<file path="src/rtl/wfaa_job_sequencer.sv">
//------------------------------------------------------------------------------
// wfaa_job_sequencer
//
// Runs one TALCO_WFAA alignment core through complete jobs. A job descriptor is
// accepted in IDLE. The reference tile and then the query tile are streamed
// from the shared sequence memory into the core's tile buffers. The sequencer
// then pulses start, waits for the core's stop, and reports completion through
// the done handshake.
//
// Ports
//   clk, rst                    clock, synchronous active-high reset
//   job_valid / job_ready       job descriptor handshake (ready only in IDLE)
//   job_id                      job tag, echoed on done_id
//   job_ref_base/job_query_base sequence memory start addresses
//   job_ref_len/job_query_len   requested lengths (clamped to MAX_TILE_SIZE)
//   mem_rd_en/mem_rd_addr       sequence memory read, data returns 1 cycle later
//   mem_rd_data                 sequence memory read data
//   loadData                    any tile buffer write this cycle
//   refWe/refAdr/refData        reference tile buffer write port
//   queryWe/queryAdr/queryData  query tile buffer write port
//   refLen/queryLen             clamped lengths of the current job
//   start                       one-cycle launch pulse to the core
//   stop                        core finished (only observed in RUN)
//   done_valid/done_ready       completion handshake
//   done_id/done_clamped        tag of finished job, a length was clamped
//------------------------------------------------------------------------------
`timescale 1ns/1ps
module wfaa_job_sequencer #(
   parameter int DATA_WIDTH        = 8,
   parameter int LOG_MAX_TILE_SIZE = 10,
   parameter int MAX_TILE_SIZE     = 1024,
   parameter int REF_LEN_WIDTH     = 14,
   parameter int QUERY_LEN_WIDTH   = 14,
   parameter int SEQ_ADDR_WIDTH    = 16,
   parameter int ID_WIDTH          = 4
) (
   input  logic                         clk,
   input  logic                         rst,
   // job descriptor
   input  logic                         job_valid,
   output logic                         job_ready,
   input  logic [ID_WIDTH-1:0]          job_id,
   input  logic [SEQ_ADDR_WIDTH-1:0]    job_ref_base,
   input  logic [SEQ_ADDR_WIDTH-1:0]    job_query_base,
   input  logic [REF_LEN_WIDTH-1:0]     job_ref_len,
   input  logic [QUERY_LEN_WIDTH-1:0]   job_query_len,
   // sequence memory
   output logic                         mem_rd_en,
   output logic [SEQ_ADDR_WIDTH-1:0]    mem_rd_addr,
   input  logic [DATA_WIDTH-1:0]        mem_rd_data,
   // core tile buffers
   output logic                         loadData,
   output logic                         refWe,
   output logic                         queryWe,
   output logic [LOG_MAX_TILE_SIZE-1:0] refAdr,
   output logic [LOG_MAX_TILE_SIZE-1:0] queryAdr,
   output logic [DATA_WIDTH-1:0]        refData,
   output logic [DATA_WIDTH-1:0]        queryData,
   output logic [REF_LEN_WIDTH-1:0]     refLen,
   output logic [QUERY_LEN_WIDTH-1:0]   queryLen,
   // core control
   output logic                         start,
   input  logic                         stop,
   // completion
   output logic                         done_valid,
   input  logic                         done_ready,
   output logic [ID_WIDTH-1:0]          done_id,
   output logic                         done_clamped
);

   localparam logic [REF_LEN_WIDTH-1:0]   REF_MAX = REF_LEN_WIDTH'(MAX_TILE_SIZE);
   localparam logic [QUERY_LEN_WIDTH-1:0] QRY_MAX = QUERY_LEN_WIDTH'(MAX_TILE_SIZE);

   typedef enum logic [2:0] {
      IDLE,
      LOAD_REF,
      LOAD_QRY,
      DRAIN,
      START,
      RUN,
      DONE
   } state_t;

   state_t state;

   // Job fields that only matter after accept; no reset needed.
   logic [ID_WIDTH-1:0]       id_q;
   logic [SEQ_ADDR_WIDTH-1:0] qry_base_q;
   logic                      clamp_q;

   // Read-issue stage: tile index and stream of the read on mem_rd_en.
   logic [LOG_MAX_TILE_SIZE-1:0] rd_idx_p0;
   logic                         rd_qry_p0;

   logic [REF_LEN_WIDTH-1:0]   job_r;
   logic [QUERY_LEN_WIDTH-1:0] job_q;
   logic                       job_clamp;
   logic                       job_accept;
   logic                       last_ref;
   logic                       last_qry;

   function automatic logic [REF_LEN_WIDTH-1:0] sat_ref_len(
      input logic [REF_LEN_WIDTH-1:0] len
   );
      if (len > REF_MAX) return REF_MAX;
      return len;
   endfunction

   function automatic logic [QUERY_LEN_WIDTH-1:0] sat_qry_len(
      input logic [QUERY_LEN_WIDTH-1:0] len
   );
      if (len > QRY_MAX) return QRY_MAX;
      return len;
   endfunction

   assign job_r      = sat_ref_len(job_ref_len);
   assign job_q      = sat_qry_len(job_query_len);
   assign job_clamp  = (job_ref_len > REF_MAX) | (job_query_len > QRY_MAX);
   assign job_accept = job_valid & job_ready;

   // The read on the bus this cycle is the last of its stream.
   assign last_ref = (REF_LEN_WIDTH'(rd_idx_p0) == refLen - REF_LEN_WIDTH'(1));
   assign last_qry = (QUERY_LEN_WIDTH'(rd_idx_p0) == queryLen - QUERY_LEN_WIDTH'(1));

   // Write stage data is the memory return itself; the write enables and
   // addresses are the read-issue stage delayed by one cycle.
   assign refData   = mem_rd_data;
   assign queryData = mem_rd_data;
   assign loadData  = refWe | queryWe;

   always_ff @(posedge clk) begin
      if (job_accept) begin
         id_q       <= job_id;
         qry_base_q <= job_query_base;
         clamp_q    <= job_clamp;
      end
   end

   always_ff @(posedge clk) begin
      if (rst) begin
         state        <= IDLE;
         job_ready    <= 1'b1;
         mem_rd_en    <= 1'b0;
         mem_rd_addr  <= '0;
         rd_idx_p0    <= '0;
         rd_qry_p0    <= 1'b0;
         refWe        <= 1'b0;
         queryWe      <= 1'b0;
         refAdr       <= '0;
         queryAdr     <= '0;
         refLen       <= '0;
         queryLen     <= '0;
         start        <= 1'b0;
         done_valid   <= 1'b0;
         done_id      <= '0;
         done_clamped <= 1'b0;
      end else begin
         // ---- stage p0 -> p1: read issued last cycle becomes a tile write ----
         refWe   <= mem_rd_en & ~rd_qry_p0;
         queryWe <= mem_rd_en & rd_qry_p0;
         if (mem_rd_en & ~rd_qry_p0) refAdr   <= rd_idx_p0;
         if (mem_rd_en & rd_qry_p0)  queryAdr <= rd_idx_p0;

         // ---- read issue (p0) and sequencing ----
         start     <= 1'b0;
         mem_rd_en <= 1'b0;

         case (state)
            IDLE: begin
               if (job_accept) begin
                  job_ready <= 1'b0;
                  refLen    <= job_r;
                  queryLen  <= job_q;
                  rd_idx_p0 <= '0;
                  if (job_r != '0) begin
                     state       <= LOAD_REF;
                     mem_rd_en   <= 1'b1;
                     mem_rd_addr <= job_ref_base;
                     rd_qry_p0   <= 1'b0;
                  end else if (job_q != '0) begin
                     state       <= LOAD_QRY;
                     mem_rd_en   <= 1'b1;
                     mem_rd_addr <= job_query_base;
                     rd_qry_p0   <= 1'b1;
                  end else begin
                     state <= START;
                     start <= 1'b1;
                  end
               end
            end

            LOAD_REF: begin
               if (last_ref) begin
                  // Query stream follows with no bubble.
                  if (queryLen != '0) begin
                     state       <= LOAD_QRY;
                     mem_rd_en   <= 1'b1;
                     mem_rd_addr <= qry_base_q;
                     rd_idx_p0   <= '0;
                     rd_qry_p0   <= 1'b1;
                  end else begin
                     state <= DRAIN;
                  end
               end else begin
                  mem_rd_en   <= 1'b1;
                  mem_rd_addr <= mem_rd_addr + SEQ_ADDR_WIDTH'(1);
                  rd_idx_p0   <= rd_idx_p0 + LOG_MAX_TILE_SIZE'(1);
               end
            end

            LOAD_QRY: begin
               if (last_qry) begin
                  state <= DRAIN;
               end else begin
                  mem_rd_en   <= 1'b1;
                  mem_rd_addr <= mem_rd_addr + SEQ_ADDR_WIDTH'(1);
                  rd_idx_p0   <= rd_idx_p0 + LOG_MAX_TILE_SIZE'(1);
               end
            end

            // Final tile write lands while in DRAIN.
            DRAIN: begin
               state <= START;
               start <= 1'b1;
            end

            START: begin
               state <= RUN;
            end

            RUN: begin
               if (stop) begin
                  state        <= DONE;
                  done_valid   <= 1'b1;
                  done_id      <= id_q;
                  done_clamped <= clamp_q;
               end
            end

            DONE: begin
               if (done_ready) begin
                  state      <= IDLE;
                  done_valid <= 1'b0;
                  job_ready  <= 1'b1;
               end
            end

            default: begin
               state     <= IDLE;
               job_ready <= 1'b1;
            end
         endcase
      end
   end

endmodule

</file>
<file path="config.mk">
export PLATFORM = sky130hd
export DESIGN_NAME = wfaa_job_sequencer
export DESIGN_NICKNAME = d
export VERILOG_FILES = /design/src/rtl/wfaa_job_sequencer.sv
export SDC_FILE = /design/constraint.sdc
export NUM_CORES = 1
export LEC_CHECK = 0
export BUFFER_PORTS_ARGS = -buffer_cell sky130_fd_sc_hd__buf_2
export CORE_MARGIN = 2
export CORE_UTILIZATION = 24
export DETAILED_ROUTE_END_ITERATION = 8
export PLACE_DENSITY_LB_ADDON = 0.1
export SLEW_MARGIN = 20
export SYNTH_ARGS = -nofsm -noshare
export SYNTH_HDL_FRONTEND = slang
export SYNTH_SLANG_ARGS = --single-unit
</file>
<file path="constraint.sdc">
create_clock -name clk -period 2.7 [get_ports clk]
set_clock_uncertainty 0.05 [all_clocks]
set_input_delay 0.405 -clock clk [delete_from_list [all_inputs] [get_ports clk]]
set_output_delay 0.405 -clock clk [all_outputs]
set_load 0.005 [all_outputs]
</file>
### Yosys cells after proc, flatten, opt, wreduce, memory -nomap -nowiden

Cells that the tools add are included.

| cells by class | value |
|---|---|
| bitwise operators | 7 |
| muxes and demuxes | 50 |
| $lt $le $gt $ge | 2 |
| equal/unequal tests | 17 |
| reduce and logical (&&, ||, !) cells | 16 |
| add/sub/neg operators | 4 |

Operator list:

| cell | number |
|---|---|
| $mux 16 | 6 |
| $mux 14 | 4 |
| $pmux 16 s3 | 1 |
| $reduce_bool 14->1 | 3 |
| $mux 10 | 4 |
| $pmux 10 s3 | 1 |
| $eq 10x14->1 | 2 |
| $gt 14x11->1 const B | 2 |
| $sub 14x1->14 const B | 2 |
| $mux 1 | 21 |
| $mux 3 | 7 |
| $pmux 3 s7 | 1 |
| $add 16x1->16 const B | 1 |
| $reduce_and 5->1 | 3 |
| $ne 2x2->1 const B | 7 |
| $add 10x1->10 const B | 1 |
| $eq 3x3->1 const B | 3 |
| $eq 3x2->1 const B | 2 |
| $ne 3x3->1 const B | 2 |
| $pmux 1 s2 | 3 |
| $pmux 1 s3 | 2 |
| $reduce_and 3->1 | 2 |
| $reduce_or 5->1 | 1 |
| $reduce_and 2->1 | 2 |
| 8 further kinds | 13 |

| storage, ports and cells | value |
|---|---|
| output and inout bits | 92 |
| bits of input ports | 77 |
| register bits | 110 |
| word-level logic and storage cells | 115 |

### Logic depth before layout (Yosys ltp)

Gate-level depths: netlist (run 1).

| logic depth | value |
|---|---|
| word-level depth | 8 |
| gate-level depth with buffers | 13 |

### Least setup slack after synthesis (run 1)

No wires, ideal clock.

| timing path | value |
|---|---|
| kind | register -> register |
| start point | reg refLen[0] |
| end point | reg mem_rd_addr[14] |
| buffers on the path | 1 |
| arrival time | 2.801 ns |
| data required time | 2.519 ns |
| clock period less this slack | 2.982 ns |
| cell stages (with the launch flop) | 12 |
| path slack | -0.282 ns |
| library setup time | 0.131 ns |
| cells stage by stage | dfxtp_1 inv_1 ha_1 xnor2_1 nor3_1 o211ai_1 or4_4 nor4_4 a21boi_2 buf_2 a221oi_2 o32ai_1 |

| on the way | value |
|---|---|
| longest elaborated chain between the ends | 4 |
| elaborated cells on any way between the ends | 6 |
| those cells by class | 1 x add/sub; 2 x eq/ne; 2 x mux; 1 x reduce/logical |

RTL lines:

| item | line | RTL |
|---|---|---|
| start, declared | 59 | `output logic [REF_LEN_WIDTH-1:0] refLen,` |
| start signal, assigned | 172 | `refLen <= job_r;` |
| $sub 14x1->14 (*) | 122 | `assign last_ref = (REF_LEN_WIDTH'(rd_idx_p0) == refLen - REF_LEN_WIDTH'(1));` |
| $eq 10x14->1 (*) | 122 |  |
| $ne 3x3->1 (no line) / $mux 16 (equally long branches) | n/a |  |
| $reduce_and 5->1 (no line) / $pmux 16 s3 (equally long branches) | n/a |  |
| end signal, assigned | 178 | `mem_rd_addr <= job_ref_base;` |
| end signal, assigned | 183 | `mem_rd_addr <= job_query_base;` |
| end signal, assigned | 198 | `mem_rd_addr <= qry_base_q;` |
| end, declared | 49 | `output logic [SEQ_ADDR_WIDTH-1:0] mem_rd_addr,` |

Every way passes the cells marked *; elsewhere a longest branch is shown, timed or not.
A chain may end at the register's enable or synchronous reset.

### Worst setup path after layout (run 1)

| timing path | value |
|---|---|
| start point | reg refLen[0] |
| end point | reg mem_rd_addr[6] |

Same word-level chain as after synthesis.

==> run metrics, run 1 <==
status finished, violations left; violated checks negative setup slack; port bufs 144; CP required 2.93 ns; DRC 0; cell count after synthesis 706; Nets 982; Simple-Gate Fraction of Synth Area 24.7%; Inserted Diodes 0; total track usage 15.9%; global placement routability congestion 0.778; Hold WC Path Type input port to flop; GR Overflow Total 0; fmax 345 MHz; Area growth syn-to-layout 38.5%; Slew @ Worst Pin 0.672 ns; Synth Flop Type dfxtp_1; register area share after synthesis 40.8%; worst r2r dst mem_rd_addr[6]$_SDFFE_PP0P_; CTS root buf clkbuf_16; Critical Path AT 3.13 ns; CP endpoint mem_rd_addr[6]$_SDFFE_PP0P_; most common cell after layout, fill and taps aside buf_2; Worst setup SP type flop; die area 0.0259 mm^2; Tmin final 2.90 ns; Critical Path Source refLen[0]$_SDFFE_PP0P_; R2R cell count 11; Critical Path, Cell by Cell buf_4 > nor3_1 > xnor2_1 > o211ai_1 > or4_4 > or4b_4 > nand3_4 > buf_6 > buf_6 > a21oi_2 > o32ai_2; Netlist cell types 75; Die X 161 um; Synth top area share 30.2%; CP Capture Type flop; mux share of post-synthesis cell area 2.20%; Die Ht 161 um; Placed Cells incl. Taps 1,209; vias in the first global route 5,657; Avg Inst Size Synth 8.36 um^2; CTS tree done; RSZ-0062 raised after global routing true; Final setup viols 29; Placeable Area 0.0242 mm^2; Post-synth ARST share 0%; most used cell, CP buf_6; Crit Path Class flop to flop; Synth area leader dfxtp_1; Final Worst Setup Slack -0.199 ns; H-tree depth 3; Compound-Gate Fraction of Synth Area 20.3%; post-synth net total 788; worst skew pair latency 0.36 ns; flop2flop setup slack -0.20 ns; maximum clock path buffer count 2; max cap viols 0; VDD IR-drop max 0.380 mV; worst r2r src refLen[0]$_SDFFE_PP0P_; LEAKAGE 0.00342 uW; synthesized cell area 0.00591 mm^2; delay-heaviest family, CP simple AND/OR/NAND/NOR gates; Filler Cell Count 2,605; vias per cell 4.76; via count 5,844; pwr dens 712 mW/mm^2; Slew Viols, Final 0; first-pass GRT wire length 32.1 mm; area occupied by registers 0.00242 mm^2; final hold violation count 0; non-filler cells, final 1,229; CTS Buf Count 9; largest family of logic cells by synthesized area simple AND/OR/NAND/NOR gates; Post-Synth Adder-Cell Area 1.06%; WL final 20.9 mm; layout cell share with drive strength beyond 1 37.2%; DRT iter0 DRCs 268; Detailed Place HPWL 15.6 mm; DR WL/cell 17.0 um; CTS Hold Buffers Added 0; CP max stage delay 0.59 ns; Detailed Routing Iterations Pass 1 5; I/O pins 169; Multi-input gate area 0.00331 mm^2; ranking of synthesized cells by area dfxtp_1 (30%), edfxtp_1 (11%), a21oi_1 (7.2%); Starting Density 24.4%; largest net degree at the start of global routing 50; Buf/Inv on CP 3; commonest non-fill, non-tap cells in the layout buf_2 (144), nand2_1 (103), buf_4 (91); Post-Synth XOR/XNOR Area 3.26%; Site Rows 57; synth warn 0; critical path depth 11; maximum fanout along the worst path 7; Slew headroom 55.2%; antenna viol nets, final 0; slowest cell on the critical path or4b_4; fin util 33.7%; Reg clk slew, reported paths 0.08 ns; # clock sinks 110; initial antenna violation count 0; Final Total Pwr 5820 uW; FF+latch count, synth 110; EDFF count, synth 21; fin crit share 107%
[worst min path at each step]
stage | end | depth (start not counted) | start | slack, ns
finish | id_q[2]$_DFFE_PP_ | 1 | job_id[2] | 0.17
global placement | queryAdr[9]$_SDFFE_PP0P_ | 2 | queryAdr[9]$_SDFFE_PP0P_ | 0.40
floorplan | done_clamped$_SDFFE_PP0P_ | 2 | clamp_q$_DFFE_PP_ | 0.40
global route | id_q[2]$_DFFE_PP_ | 1 | job_id[2] | 0.15
CTS | id_q[2]$_DFFE_PP_ | 1 | job_id[2] | 0.15
detailed placement | refAdr[8]$_SDFFE_PP0P_ | 2 | refAdr[8]$_SDFFE_PP0P_ | 0.40
[cells by family (layout without fill, tap and decap cells)]
kind of cell / count (synthesis) / count (layout)
simple gates: 288 / 288
compound gates: 175 / 175
xor+xnor: 22 / 22
fa+ha+maj: 5 / 5
mux: 13 / 13
flops: 110 / 110
buf+inv: 93 / 292
[power by group]
group	internal [uW]	switching, uW	leakage, uW	total [uW]
clock network	783	683	0.000159	1470
logic	1030	1310	0.00234	2340
registers	1860	150	0.000924	2010
total	3680	2140	0.00342	5820
[cell usage after synthesis, drive strengths merged, types with 3 or more instances]
cell type	n
nor3	20
a31oi	11
nand2	104
nor2	46
or2	5
xor2	7
xnor2	15
nand4	4
o21a	3
ha	5
dfxtp	89
buf	32
and3	10
a21oi	87
nand2b	5
and2	10
a221oi	9
mux2i	13
or3	10
nand3	37
o31a	8
or4	8
clkbuf	35
o41ai	3
inv	25
a2111oi	5
a211oi	3
o32ai	15
nand3b	5
nor2b	4
edfxtp	21
a2bb2oi	3
nor4	11
o21ai	7
[area by class of cell]
type / instances / share of cell area (%)
clock inverter: 6 / 0.780
tap: 324 / 4.96
sequential: 110 / 29.6
multi-input combinational: 503 / 40.5
timing repair buffer: 250 / 19.8
inverter: 26 / 1.25
clock buffer: 10 / 3.06
[per-stage QoR]
| stage | TNS, ns | hold slack [ns] | setup WS [ns] | instance area (um^2) |
|---|---|---|---|---|
| CTS | -2.22 | 0.154 | -0.168 | 8020 |
| global route | -7.02 | 0.151 | -0.338 | 8180 |
| global placement | -2.15 | 0.396 | -0.140 | 7560 |
| floorplan | -1.15 | 0.403 | -0.0822 | 5960 |
| detailed placement | -2.33 | 0.397 | -0.164 | 7560 |
| finish | -3.45 | 0.168 | -0.199 | 8180 |
[layer usage]
layer  vias up  global-route usage [%]  routed length (um)
li1       2912                       -                   -
met1      2783                    21.0                9810
met2       135                    26.8                9990
met3        14                    3.49                 879
met4         0                    3.33                 239
met5         -                       0                   0
[registers in the layout (all words and copies together), names as in the netlist]
register	flops
done_id	4
mem_rd_en	1
refAdr	10
job_ready	1
refLen	14
done_clamped	1
clamp_q	1
done_valid	1
qry_base_q	16
mem_rd_addr	16
queryWe	1
rd_idx_p0	10
refWe	1
queryLen	14
start	1
rd_qry_p0	1
state	3
id_q	4
queryAdr	10
[timing repair]
action / 4_1_cts / 5_1_grt
setup endpoints to repair: 28 / 30
resized for setup: 27 / 25
setup buffers: 1 / 3
pin swaps: 1 / 8
No activity file was read; power rests on OpenSTA's default activity.
==> run 2, diff against run 1 <==
- CTS_BUF_LIST: not set -> sky130_fd_sc_hd__clkbuf_8
==> run 2 against run 1 <==
Compared with the run above:
- the run still ends with negative setup slack left
- sequential power barely moved
- non-clock buffer count decreased by 2
- sequential share of layout area increased by 0.56 points
- sequential cell count did not move
- worst setup slack better by 0.062 ns
- critical path depth down 1
- via count is 0.22% lower
- first-iteration DRC count grew 19%
- combinational power is 3% lower
- critical path type unchanged
- largest power group unchanged
==> run metrics, run 2 (synthesis results as in run 1) <==
pwr dens 677 mW/mm^2 (was 712 mW/mm^2); CTS root buf clkbuf_8 (was clkbuf_16); Final setup viols 26 (was 29); port bufs 144 (unchanged); most common cell after layout, fill and taps aside buf_2 (unchanged); WL final 20.8 mm (was 20.9 mm); pre-CTS setup slack -0.164 ns (unchanged); largest net degree at the start of global routing 50 (unchanged); DR WL/cell 16.9 um (was 17.0 um); via count 5,831 (was 5,844); status finished, violations left (unchanged); CP Capture Type flop (unchanged); maximum clock path buffer count 2 (unchanged); GR Layer Usage met2 26.7% (was 26.8%); Die Ht 161 um (unchanged); Multi-input gate area 0.00328 mm^2 (was 0.00331 mm^2); Reg clk slew, reported paths 0.11 ns (was 0.08 ns); Detailed Routing Iterations Pass 1 4 (was 5); vias in the first global route 5,644 (was 5,657); first-pass GRT wire length 32.0 mm (was 32.1 mm); peak-usage layer in the global routing report met2 (unchanged); I/O pins 169 (unchanged); DRC 0 (unchanged); Filler Cell Count 2,613 (was 2,605); fin crit share 105% (was 107%); maximum fanout along the worst path 7 (unchanged); Worst setup SP type flop (unchanged); final hold violation count 0 (unchanged); die area 0.0259 mm^2 (unchanged); Largest regs mem_rd_addr x16, qry_base_q x16 (unchanged); Die X 161 um (unchanged); Area growth syn-to-layout 35.9% (was 38.5%); violated checks negative setup slack (unchanged); M3 GR Usage 3.10% (was 3.49%); RSZ-0062 raised after global routing true (unchanged); GR Overflow Total 0 (unchanged); Final Total Pwr 5440 uW (was 5820 uW); Placeable Area 0.0242 mm^2 (unchanged); Site Rows 57 (unchanged); Starting Density 24.4% (unchanged); VDD IR-drop max 0.336 mV (was 0.380 mV); Tmin final 2.84 ns (was 2.90 ns); DRT iter0 DRCs 318 (was 268); Hold WC Path Type input port to flop (unchanged); CTS tree done (unchanged); Nets 980 (was 982); initial antenna violation count 0 (unchanged); CP required 2.96 ns (was 2.93 ns); antenna viol nets, final 0 (unchanged); Crit Path Class flop to flop (unchanged); fmax 353 MHz (was 345 MHz); LEAKAGE 0.00336 uW (was 0.00342 uW); # clock sinks 110 (unchanged); vias per cell 4.75 (was 4.76); Final Worst Setup Slack -0.137 ns (was -0.199 ns); CTS Buf Count 9 (unchanged); area occupied by registers 0.00242 mm^2 (unchanged); Critical Path AT 3.09 ns (was 3.13 ns); layout cell share with drive strength beyond 1 36.7% (was 37.2%); Slew headroom 55.6% (was 55.2%); CTS Hold Buffers Added 0 (unchanged); commonest non-fill, non-tap cells in the layout buf_2 (144), nand2_1 (102), buf_4 (91) (was buf_2 (144), nand2_1 (103), buf_4 (91)); max cap viols 0 (unchanged); H-tree depth 3 (unchanged); total track usage 15.9% (about the same); worst skew pair latency 0.39 ns (was 0.36 ns); Slew Viols, Final 0 (unchanged); Slew @ Worst Pin 0.665 ns (was 0.672 ns); Inserted Diodes 0 (unchanged); Detailed Place HPWL 15.6 mm (unchanged); global placement routability congestion 0.778 (unchanged); met1 Use GR 20.9% (was 21.0%)
run 2: cell count changes in the layout (fill, tap and decap cells not counted), sizes merged:
cell,delta
buf,-2
clkbuf,-1
bufinv,+1
run 2: worst paths after layout:
| check | startpoint | to | slack [ns] | cells after the start |
|---|---|---|---|---|
| worst max register to register | refLen[0]$_SDFFE_PP0P_ | mem_rd_addr[9]$_SDFFE_PP0P_ | -0.14 | 10 |
| worst max-delay path | refLen[0]$_SDFFE_PP0P_ | mem_rd_addr[9]$_SDFFE_PP0P_ | -0.14 | 10 |
| worst min-delay path | job_id[2] | id_q[2]$_DFFE_PP_ | 0.13 | 1 |
| worst min register to register | refAdr[8]$_SDFFE_PP0P_ | refAdr[8]$_SDFFE_PP0P_ | 0.41 | 2 |
run 2: per-stage QoR:
stage | hold slack, ns | setup TNS [ns] | std cells | cell area, um^2 | utilization [%]
2_1_floorplan | 0.403 | -1.15 | 706 | 5960 | -
4_1_cts | 0.106 | -2.43 | 1226 | 7920 | 32.7
5_1_grt | 0.102 | -5.87 | 1227 | 8030 | 33.1
6_report | 0.135 | -1.95 | 1227 | 8030 | 33.1
3_5_place_dp | 0.397 | -2.33 | 1209 | 7560 | 31.2
3_3_place_gp | 0.396 | -2.15 | 1209 | 7560 | 31.2
run 2: layout make-up:
cell class | instances | share of cell area, %
multi-input combinational | 503 | 40.9
sequential | 110 | 30.2
timing repair buffer | 248 | 19.9
tap | 324 | 5.05
clock buffer | 9 | 1.54
inverter | 26 | 1.28
clock inverter | 7 | 1.17
run 2: critical path: stages (launching register included):
cell and delay, ns:
dfxtp_4 0.38, buf_4 0.14, nor3_1 0.21, xnor2_1 0.16, o211ai_1 0.13, or4_4 0.57, or4b_4 0.55, nand3_4 0.14
buf_6 0.15, a21oi_2 0.04, o32ai_2 0.24
run 2: routing by layer:
| metal | vias up | share of wire, % | wire [um] |
|---|---|---|---|
| li1 | 2911 | - | - |
| met1 | 2769 | 46 | 9640 |
| met2 | 135 | 48 | 9990 |
| met3 | 16 | 4.2 | 872 |
| met4 | 0 | 1.3 | 272 |
| met5 | - | 0 | 0 |
run 2: power by group:
group	leakage (uW)	switching [uW]	total (uW)	internal, uW
Clock	0.000114	639	1170	528
Sequential	0.000924	152	2010	1860
Combinational	0.00232	1270	2260	986
run 2: timing repair:
| action | 4_1_cts | 5_1_grt |
|---|---|---|
| cloned | 0 | 0 |
| buffers inserted | 1 | 1 |
| gates resized for setup | 28 | 19 |
| setup endpoints to repair | 28 | 30 |
| pin swaps | 2 | 5 |
==> run 3, diff against run 2 <==
- CORE_UTILIZATION: 24 -> 49
- SETUP_SLACK_MARGIN: not set -> 0.5
- clock period: 2.7 -> 2.3 ns (I/O delays scaled with it)
==> run 3 against run 2 <==
Compared with the run above:
- the flow still finishes with violations (negative setup slack)
- critical path depth increased by 3
- combinational power up 40%
- clock power up 8%
- worst setup slack worse by 0.49 ns
- non-clock buffer count increased by 28
- critical endpoint is now mem_rd_addr[7]$_SDFFE_PP0P_
- final cell count fell by 12%
- via count increased by 5.7%
- first-iteration DRC count grew 24%
- highest routed layer unchanged
- sequential power up 16%
==> run metrics, run 3 (synthesis results as in run 1) <==
Internal 4230 uW (was 3370 uW); total track usage 27.5% (was 15.9%); I/O pins 169 (unchanged); Reg power frac 34.6% (was 37.0%); slowest cell on the critical path or4_4 (unchanged); placed inst area 0.00742 mm^2 (was 0.00756 mm^2); antenna viol nets, final 0 (unchanged); Worst setup SP type flop (unchanged); maximum clock path buffer count 2 (unchanged); CTS tree done (unchanged); delay-heaviest family, CP simple AND/OR/NAND/NOR gates (unchanged); commonest non-fill, non-tap cells in the layout buf_2 (146), buf_4 (114), nand2_1 (101) (was buf_2 (144), nand2_1 (102), buf_4 (91)); CTS Hold Buffers Added 0 (unchanged); WL final 18.7 mm (was 20.8 mm); Starting Density 49.6% (was 24.4%); Slew @ Worst Pin 0.706 ns (was 0.665 ns); Slew headroom 52.8% (was 55.6%); fin crit share 127% (was 105%); Final Total Pwr 6770 uW (was 5440 uW); CP required 2.54 ns (was 2.96 ns); area occupied by registers 0.00242 mm^2 (about the same); post-route cell area 0.00827 mm^2 (was 0.00803 mm^2); GR Overflow Total 0 (unchanged); Final Worst Setup Slack -0.624 ns (was -0.137 ns); global placement routability congestion 0.923 (was 0.778); vias in the first global route 5,850 (was 5,644); port bufs 144 (unchanged); Critical Path AT 3.16 ns (was 3.09 ns); CP Capture Type flop (unchanged); clock share of power 18.6% (was 21.5%); vias per cell 5.72 (was 4.75); via count 6,166 (was 5,831); Slew Viols, Final 0 (unchanged); Site Rows 40 (was 57); combinational power share 46.8% (was 41.5%); TNS Setup -15.76 ns (was -1.95 ns); Hold WC Path Type input port to flop (unchanged); Detailed Place HPWL 13.0 mm (was 15.6 mm); fmax 342 MHz (was 353 MHz); # clock sinks 110 (unchanged); CTS Buf Count 9 (unchanged); initial antenna violation count 0 (unchanged); Placeable Area 0.0119 mm^2 (was 0.0242 mm^2); Crit Path Class flop to flop (unchanged); RSZ-0062 raised after global routing true (unchanged); first-pass GRT wire length 28.4 mm (was 32.0 mm); largest net degree at the start of global routing 28 (was 50); Buf/Inv on CP 4 (was 2); VDD IR-drop max 0.394 mV (was 0.336 mV); DRT iter0 DRCs 394 (was 318); worst skew pair latency 0.40 ns (was 0.39 ns); Net Switching 2540 uW (was 2060 uW); Multi-input gate area 0.00348 mm^2 (was 0.00328 mm^2); H-tree depth 3 (unchanged); violated checks negative setup slack (unchanged); CTS root buf clkbuf_8 (unchanged); CP max stage delay 0.55 ns (was 0.57 ns); max cap viols 0 (unchanged); Die Ht 114 um (was 161 um); Filler Cell Count 963 (was 2,613); Detailed Routing Iterations Pass 1 7 (was 4); most common cell after layout, fill and taps aside buf_2 (unchanged); layout cell share with drive strength beyond 1 41.4% (was 36.7%); Critical Path, Cell by Cell inv_2 > ha_4 > xnor2_2 > nor3_2 > o211ai_1 > or4_4 > buf_4 > nor4_4 > buf_4 > a21bo_1 > buf_4 > o31a_1 > o32ai_1 (was buf_4 > nor3_1 > xnor2_1 > o211ai_1 > or4_4 > or4b_4 > nand3_4 > buf_6 > a21oi_2 > o32ai_2); Nets 1,008 (was 980); sw frac 37.6% (was 37.9%); pwr dens 819 mW/mm^2 (was 677 mW/mm^2); DR WL/cell 17.3 um (was 16.9 um); Tmin final 2.92 ns (was 2.84 ns); most used cell, CP buf_4; die area 0.0129 mm^2 (was 0.0259 mm^2); DRC 0 (unchanged); Final setup viols 30 (was 26); Area growth syn-to-layout 40.0% (was 35.9%); Die X 114 um (was 161 um); final hold violation count 0 (unchanged); maximum fanout along the worst path 7 (unchanged); Inserted Diodes 0 (unchanged); status finished, violations left (unchanged); Reg clk slew, reported paths 0.11 ns (about the same); Largest regs mem_rd_addr x16, qry_base_q x16 (unchanged); pre-CTS setup slack -0.567 ns (was -0.164 ns); LEAKAGE 0.00355 uW (was 0.00336 uW)
## run 3: cell type report
class,count,area share (%)
clock buffers,10,1.66
clock inverters,6,0.832
inverters,26,1.18
multi-input cells,503,42.1
flip-flops and latches,110,29.3
well taps,147,2.22
repair buffers,276,22.7
## run 3: what timing repair did
item | in CTS | in global routing
cloned | 2 | 5
endpoints found under the setup margin | 42 | 52
setup buffers | 7 | 5
gates resized for setup | 35 | 45
pin swaps | 8 | 17
## run 3: path summary, 6_finish.rpt
check	end	depth (start not counted)	slack, ns	from
setup / recovery	mem_rd_addr[7]$_SDFFE_PP0P_	13	-0.62	refLen[0]$_SDFFE_PP0P_
hold / removal	id_q[1]$_DFFE_PP_	1	0.07	job_id[1]
setup reg to reg	mem_rd_addr[7]$_SDFFE_PP0P_	13	-0.62	refLen[0]$_SDFFE_PP0P_
hold reg to reg	queryAdr[0]$_SDFFE_PP0P_	2	0.41	queryAdr[0]$_SDFFE_PP0P_
## run 3: power groups by stage
stage	clock network (uW)	registers, uW	logic [uW]
after floorplan	0	2390	1440
after CTS	1280	2330	2610
after detailed placement	0	2370	2370
after global placement	0	2360	2310
final	1260	2340	3170
after global routing	1350	2360	3400
## run 3: worst reg2reg max path: stages (launching register included)
cell and delay [ns]:
dfxtp_4 0.39, inv_2 0.05, ha_4 0.23, xnor2_2 0.13, nor3_2 0.13, o211ai_1 0.10
or4_4 0.56, buf_4 0.16, nor4_4 0.24, buf_4 0.19, a21bo_1 0.13, buf_4 0.16
o31a_1 0.18, o32ai_1 0.10
## run 3: through the flow
stage	utilization (%)	hold slack (ns)	cells
global route	69.4	0.0552	1078
floorplan	-	0.394	706
detailed placement	62.3	0.395	1043
finish	69.4	0.0716	1078
CTS	66.2	0.0533	1068
global placement	62.3	0.394	1043
## run 3: per-layer routing
| metal | up-vias | track usage, % | wire (um) |
|---|---|---|---|
| li1 | 2969 | - | - |
| met1 | 2940 | 35.9 | 7980 |
| met2 | 232 | 46.5 | 9220 |
| met3 | 25 | 3.67 | 1100 |
| met4 | 0 | 10.3 | 366 |
| met5 | - | 0 | 0 |
